[src/rtl/max_pool_pack_pkg.sv]
// Shared sizing, state encoding and byte-index helper for the max-pool packer,
// also used by the FC-stage bench and the top level.
package max_pool_pack_pkg;

    localparam int DW    = 8;
    localparam int CH    = 3;
    localparam int IN_W  = 6;
    localparam int POOL  = 2;
    localparam int OUT_W = IN_W / POOL;
    localparam int NOUT  = CH * OUT_W * OUT_W;

    localparam int CW = $clog2(IN_W);
    localparam int HW = $clog2(CH);
    localparam int PW = $clog2(NOUT);

    typedef enum logic {
        FILL = 1'b0,
        HOLD = 1'b1
    } state_t;

    localparam logic [CW-1:0] POS_LAST = CW'(IN_W - 1);
    localparam logic [CW-1:0] POS_ONE  = CW'(1);
    localparam logic [CW-1:0] POS_ZERO = CW'(0);
    localparam logic [HW-1:0] CH_LAST  = HW'(CH - 1);
    localparam logic [HW-1:0] CH_ONE   = HW'(1);
    localparam logic [HW-1:0] CH_ZERO  = HW'(0);

    // Pooled byte that input pixel (ch,row,col) folds into.
    function automatic logic [PW-1:0] byte_index(input logic [HW-1:0] ch,
                                                 input logic [CW-1:0] row,
                                                 input logic [CW-1:0] col);
        int p;
        p = int'(ch) * OUT_W * OUT_W + int'(row[CW-1:1]) * OUT_W + int'(col[CW-1:1]);
        return PW'(p);
    endfunction

endpackage

[src/rtl/max_pool_pack_max2_u.sv]
// Combinational unsigned 2-input max; operand a wins ties so a stored byte is kept.
module max2_u
    import max_pool_pack_pkg::*;
#(
    parameter int W = DW
) (
    input  logic [W-1:0] a,
    input  logic [W-1:0] b,
    output logic [W-1:0] y
);

    // Select the larger operand.
    always_comb begin
        y = a;
        if (b > a) begin
            y = b;
        end else begin
            y = a;
        end
    end

endmodule

[src/rtl/max_pool_pack.sv]
// Streams one conv feature map per frame, max-pools 2x2/stride-2 per channel
// and holds the packed result on pool_lin until the FC stage takes it.
module max_pool_pack
    import max_pool_pack_pkg::*;
(
    input  logic                 clk,
    input  logic                 rst,
    input  logic                 in_valid,
    output logic                 in_ready,
    input  logic [DW-1:0]        in_data,
    output logic                 out_valid,
    input  logic                 out_ready,
    output logic [NOUT*DW-1:0]   pool_lin
);

    state_t          state_r;
    logic [CW-1:0]   col_r;
    logic [CW-1:0]   row_r;
    logic [HW-1:0]   ch_r;
    logic [DW-1:0]   mem_r [NOUT];
    logic            in_ready_r;
    logic            out_valid_r;

    logic            accept_s;
    logic            first_s;
    logic [PW-1:0]   p_s;
    logic [DW-1:0]   max_s;
    logic [DW-1:0]   next_byte_s;

    assign in_ready  = in_ready_r;
    assign out_valid = out_valid_r;

    // Decode the target byte and the value it takes on this accept.
    always_comb begin
        accept_s = in_valid && in_ready_r;
        p_s      = byte_index(ch_r, row_r, col_r);
        first_s  = !row_r[0] && !col_r[0];
        if (first_s) begin
            next_byte_s = in_data;
        end else begin
            next_byte_s = max_s;
        end
    end

    max2_u #(.W(DW)) u_max2 (
        .a (mem_r[p_s]),
        .b (in_data),
        .y (max_s)
    );

    // Frame FSM: counters, byte storage and handshake outputs.
    always_ff @(posedge clk) begin
        if (rst) begin
            state_r     <= FILL;
            col_r       <= POS_ZERO;
            row_r       <= POS_ZERO;
            ch_r        <= CH_ZERO;
            in_ready_r  <= 1'b1;
            out_valid_r <= 1'b0;
            for (int i = 0; i < NOUT; i++) begin
                mem_r[i] <= {DW{1'b0}};
            end
        end else begin
            case (state_r)
                FILL: begin
                    if (accept_s) begin
                        mem_r[p_s] <= next_byte_s;
                        if (col_r == POS_LAST) begin
                            col_r <= POS_ZERO;
                            if (row_r == POS_LAST) begin
                                row_r <= POS_ZERO;
                                if (ch_r == CH_LAST) begin
                                    ch_r        <= CH_ZERO;
                                    state_r     <= HOLD;
                                    in_ready_r  <= 1'b0;
                                    out_valid_r <= 1'b1;
                                end else begin
                                    ch_r <= ch_r + CH_ONE;
                                end
                            end else begin
                                row_r <= row_r + POS_ONE;
                            end
                        end else begin
                            col_r <= col_r + POS_ONE;
                        end
                    end
                end
                HOLD: begin
                    // The handshake cycle itself is the inter-frame bubble.
                    if (out_ready) begin
                        state_r     <= FILL;
                        in_ready_r  <= 1'b1;
                        out_valid_r <= 1'b0;
                    end
                end
                default: begin
                    state_r     <= FILL;
                    in_ready_r  <= 1'b1;
                    out_valid_r <= 1'b0;
                end
            endcase
        end
    end

    // Flatten the byte array onto the packed output vector.
    always_comb begin
        pool_lin = {(NOUT*DW){1'b0}};
        for (int p = 0; p < NOUT; p++) begin
            pool_lin[p*DW +: DW] = mem_r[p];
        end
    end

endmodule

[config.mk]
export PLATFORM = sky130hd
export DESIGN_NAME = max_pool_pack
export DESIGN_NICKNAME = d
export VERILOG_FILES = /design/src/rtl/max_pool_pack_pkg.sv /design/src/rtl/max_pool_pack_max2_u.sv /design/src/rtl/max_pool_pack.sv
export SDC_FILE = /design/constraint.sdc
export NUM_CORES = 1
export LEC_CHECK = 0
export BUFFER_PORTS_ARGS = -buffer_cell sky130_fd_sc_hd__buf_2
export CORE_MARGIN = 1
export CORE_UTILIZATION = 35
export DETAILED_ROUTE_END_ITERATION = 10
export SLEW_MARGIN = 10
export SYNTH_ARGS = -nofsm -noshare
export SYNTH_HDL_FRONTEND = slang
export SYNTH_HIERARCHICAL = 1
export SYNTH_SLANG_ARGS = --single-unit
[constraint.sdc]
create_clock -name clk -period 5.62 [get_ports clk]
set_clock_uncertainty 0.15 [all_clocks]
set_input_delay 1.686 -clock clk [delete_from_list [all_inputs] [get_ports clk]]
set_output_delay 1.686 -clock clk [all_outputs]
set_load 0.005 [all_outputs]
Word-level counts from Yosys, hierarchy flattened
Memories as Yosys holds them, arrays and structs flattened.
Cells that the tools add are included.
- register bits after elaboration: 11
- memory bits (writable): 216
- input bits: 12
- output and inout bits: 218
- word-level logic and storage cells: 66
- memories: 1
- add/subtract/negate cells: 5
- $mul: 3
- $lt $le $gt $ge: 1
- eq/ne operators: 8
- multiplexer cells: 32
- bitwise logic cells: 1
- reductions and logical operators: 9
- memories (name ; depth ; bits a word ; rd ports ; clocked after memory_dff ; wr ports ; line ; text):
    mem_r ; 27 ; 8 ; 28 ; 0 ; 27 ; max_pool_pack.sv:20 ; logic [DW-1:0] mem_r [NOUT];
- operator list (cell ; count):
    2-to-1 mux 8 bit ; 3
    2-to-1 mux 1 bit ; 22
    != test 2 bit, second input constant ; 5
    > comparator 8 bit ; 1
    multiplier 2 x 2 -> 4 bit, second input constant ; 2
    OR reduction 8 bit ; 1
    adder 3 x 1 -> 3 bit, second input constant ; 2
    equality test 3 bit, second input constant ; 2
    2-to-1 mux 3 bit ; 2
    one-hot mux 1 bit (2 select lines) ; 3
    adder 5 x 2 -> 5 bit ; 1
    adder 5 x 4 -> 5 bit ; 1
    multiplier 4 x 2 -> 5 bit, second input constant ; 1
    2-to-1 mux 5 bit ; 1
    AND reduction 5 bit ; 1
    AND reduction 4 bit ; 1
    AND reduction 3 bit ; 1
    adder 2 x 1 -> 2 bit, second input constant ; 1
    equality test 2 bit, second input constant ; 1
    logical AND 1 bit ; 2
    zero test 1 bit ; 2
    2-to-1 mux 2 bit ; 1
    AND reduction 2 bit ; 1
    inverter 1 bit ; 1

Depth between registers and ports, before layout
An unclocked memory read counts as a cell.
- depth after elaboration: 9
- depth in mapped cells: 24
- mapped depth without buffers: 22

Cells and area by module
Netlist, hierarchy kept.
- by module, submodules not included (module ; instances ; cells an instance ; area an instance (µm²) ; sequential area each (µm²)):
    max_pool_pack ; 1 ; 866 ; 12255.5 ; 7907.6
    max2_u ; 1 ; 35 ; 304.0 ; 0.0

Worst setup path before layout
No wires, ideal clock.
- kind: register to register
- from: register ch_r[0]
- to: memory mem_r[10][7] (data pin)
- library setup time: 0.266 ns
- data arrival time: 5.354 ns
- data required time: 5.204 ns
- path slack: -0.150 ns
- cell stages (with the launch flop): 25
- buffers on the path: 2
- period minus slack after synthesis: 5.770 ns
- cells stage by stage: dfxtp_1 > inv_1 > ha_1 > ha_1 > inv_1 > fa_1 > inv_1 > ha_1 > xnor2_1 > buf_6 > buf_6 > mux4_2 > mux2i_1 > mux2i_1 > mux2_2 > inv_1 > ha_1 > nor2b_1 > o211ai_2 > a21oi_2 > o22ai_4 > mux2_2 > mux2_2 > nand2_1 > nor2_1
- RTL lines (element ; line ; text):
    start, declared ; max_pool_pack.sv:19 ; logic [HW-1:0] ch_r;
    start signal, assigned ; max_pool_pack.sv:78 ; ch_r <= ch_r + CH_ONE;
    end, declared ; max_pool_pack.sv:20 ;

==> metrics.md <==
| Metric | Value |
|---|---|
| Status | `finished, violations left` |
| Initial antenna violation count | `0` |
| Initial Util | `35.5%` |
| Syn-to-layout area delta | `31.1%` |
| Main combinational cell family by area after synthesis | `multiplexers` |
| CP startpoint kind | `flip-flop` |
| Vias | `between 9,000 and 10,000` |
| CTS tree | `yes` |
| ANT cells | `0` |
| Number of synthesized flops with an enable pin | `roughly 260` |
| Hpwl dp | `32,500 µm` |
| Max Cap Viol | `0` |
| RSZ-0062 raised after global routing | `yes` |
| Slew Limit Fails | `0` |
| Ys flop type | `edfxtp_1` |
| Yosys cell types | `40` |
| Post-Syn Area | `around 13,000 µm²` |
| # fillers | `between 3,000 and 4,000` |
| Hold WS | `322 ps` |
| Post-synth top cells | `256 x edfxtp_1, 233 x nor2_1, 72 x nand2_1, 64 x mux4_2, 50 x mux2i_1` |
| First-pass GRT wire length | `62,900 µm` |
| Ys Warns | `6` |
| Die Y | `about 190 µm` |
| FF+latch count, synth | `267` |
| Worst Hold Class | `reg -> reg` |
| Ports | `between 200 and 250` |
| Total die area | `between 30,000 and 40,000 µm²` |
| Endpoints failing setup | `around 260` |
| Count leader, synth | `edfxtp_1` |
| Simple-Gate Fraction of Synth Area | `10.8%` |
| Lkg Pwr | `6.43 nW` |
| Port bufs | `229` |
| Mux cell area share after synthesis | `about 18%` |
| Total chip power | `4.81 mW` |
| Vias per inst | `5.57` |
| FFs w/ async S/R, synth | `0%` |
| Drt total wl | `45,100 µm` |
| GRT Util Overall | `24.3%` |
| VDD IR max | `284 µV` |
| CP required | `about 5800 ps` |
| CTS sink cnt | `267` |
| # rows | `69` |
| Hold Vio Cnt, Final | `0` |
| Post-synth top area cell | `edfxtp_1` |
| Routability congestion estimate | `0.908` |
| Sequential fraction of the synthesis area | `63.0%` |
| DRC | `0` |
| Final setup TNS | `-38,460 ps` |
| XOR/XNOR Fraction of Synth Area | `0.488%` |
| Root Driver | `clkbuf_16` |
| Top cell type's share of synthesized area | `61.2%` |
| Worst Path Max Fanout | `8` |
| TritonCTS buffer count | `29` |
| PnR worst setup slack | `-237 ps` |
| Placed insts | `1,599` |
| Final core occ | `between 40% and 50%` |
| Share of cells above drive strength 1 | `between 40% and 50%` |
| Worst setup EP type | `flip-flop` |
| Pwr dens | `292 nW/µm²` |
| Slew HR | `16.5%` |
| Wire length per cell | `26.9 µm` |
| Largest net degree at the start of global routing | `between 40 and 50` |
| Detailed Routing Iterations Pass 1 | `5` |
| CORE AREA | `35,400 µm²` |
| Clk buf depth | `3` |
| Die Wd | `approximately 190 µm` |
| Antenna Nets Post-Route | `0` |
| Fin crit share | `104%` |
| Synth area leaders | `edfxtp_1 61%, mux4_2 11%, nor2_1 7.0%` |
| Grt total ovfl | `0` |
| Failing checks | `negative setup slack` |
| Synth Area in Compound Gates | `2.69%` |
| Max Fclk | `171 MHz` |
| Crit Path Class | `reg -> reg` |
| Synthesized area per cell | `13.9 µm²` |
| Tmin final | `5860 ps` |
| # nets final | `1,231` |
| CP arrival | `~6000 ps` |
| Final non-filler cell total | `1,678` |
| Initial DRC count | `1,169` |
| Post-Syn Instances | `901` |
| H-tree Lvls | `1` |
| Slew at the pin closest to its max-slew limit | `1250 ps` |
| Worst skew pair latency | `about 570 ps` |
| CTS clk-pin slew, worst paths | `60 ps` |
| Adder-cell share of the synthesized area | `2.63%` |
| Vias in the first global route | `8,851` |
| Synthesized Nets | `937` |
[registers in the layout, summed over array words and instances, names as in the netlist]
name and cells:
row_r 3, col_r 3, state_r 1, out_valid 1, in_ready 1, ch_r 2
mem_r 256
[kinds of logic after synthesis]
| logic type | Yosys count |
|---|---|
| AND/OR/NAND/NOR | 338 |
| flip-flops | 267 |
| multiplexers | 138 |
| buffers and inverters | 80 |
| AO/OA/AOI/OAI | 47 |
| adder cells (fa/ha/maj) | 24 |
| XOR/XNOR | 7 |
[report_power, final]
part	switching (mW)	total (mW)	internal (mW)
Clock	0.808	1.99	1.18
Sequential	0.0693	2.33	2.27
Combinational	0.279	0.486	0.207
[critical path, stage by stage (launching register included)]
cell,delay (ps)
dfxtp_2,330
inv_2,40
buf_6,110
fa_1,480
inv_2,50
ha_4,260
inv_2,30
fa_4,470
xnor2_4,200
buf_12,170
buf_16,150
mux4_2,570
mux2i_1,170
mux2i_1,150
mux2_2,300
inv_1,60
ha_1,240
nor2b_2,160
o211ai_2,140
a21oi_2,90
o22ai_4,120
buf_12,150
mux2_4,320
mux2_2,410
nand2_4,170
nor2_1,60
[layout make-up]
| class | instances | area (µm²) | area share (%) |
|---|---|---|---|
| Multi-Input combinational cell | 560 | 4840 | 29.4 |
| Inverter | 21 | 81.3 | 0.494 |
| Clock buffer | 35 | 748 | 4.54 |
| Clock inverter | 18 | 226 | 1.38 |
| Timing Repair Buffer | 316 | 2080 | 12.6 |
| Sequential cell | 267 | 7910 | 48.0 |
| Tap cell | 461 | 577 | 3.50 |
[metrics by stage]
step | instance area, µm² | worst slack (ps)
3_5_place_dp | 14700 | -539
3_3_place_gp | 14700 | -462
5_1_grt | 16500 | -338
6_report | 16500 | -237
2_1_floorplan | 12600 | 28.9
4_1_cts | 16300 | -255
[what timing repair did]
action	4_1_cts	5_1_grt
endpoints found under the hold margin	0	0
cloned	6	3
pin swaps	6	10
hold buffers	0	0
buffers inserted	15	2
resized for setup	111	43
endpoints found under the setup margin	256	256
[layout by cell type, fill, tap and decap left out, types with 3 or more instances in the layout]
cell       count
edfxtp_1     256
nor2_1       229
buf_2        229
mux4_2        64
buf_4         59
mux2i_1       49
nand2_2       41
clkbuf_16     29
a21o_1        27
nand2_4       23
mux2_4        19
inv_1         15
ha_1          13
buf_12        12
mux2_2        11
a21oi_1       10
buf_6         10
nor3_1         9
nand2_1        8
clkinv_1       8
dfxtp_1        8
clkbuf_1       6
xor2_1         5
inv_2          5
ha_4           5
bufinv_16      5
nor2_2         4
buf_16         4
nor2b_1        3
and3_1         3
fa_1           3
dfxtp_2        3
a21oi_2        3
[per-layer routing]
| layer | vias up | wire, µm | global-route usage (%) |
|---|---|---|---|
| met5 | - | 0 | 0 |
| met4 | 0 | 1150 | 6.68 |
| met3 | 72 | 4250 | 3.27 |
| met2 | 575 | 21800 | 40.0 |
| met1 | 4789 | 17900 | 33.6 |
| li1 | 3904 | - | - |
[worst paths after layout]
kind         slack (ps)           end  depth (start not counted)      start
max                -240  mem_r[26][2]                         25    ch_r[0]
min                 320     out_valid                          2  out_valid
max reg2reg        -240  mem_r[26][2]                         25    ch_r[0]
min reg2reg         320     out_valid                          2  out_valid
Note: power is estimated with default switching activity, not from simulation.
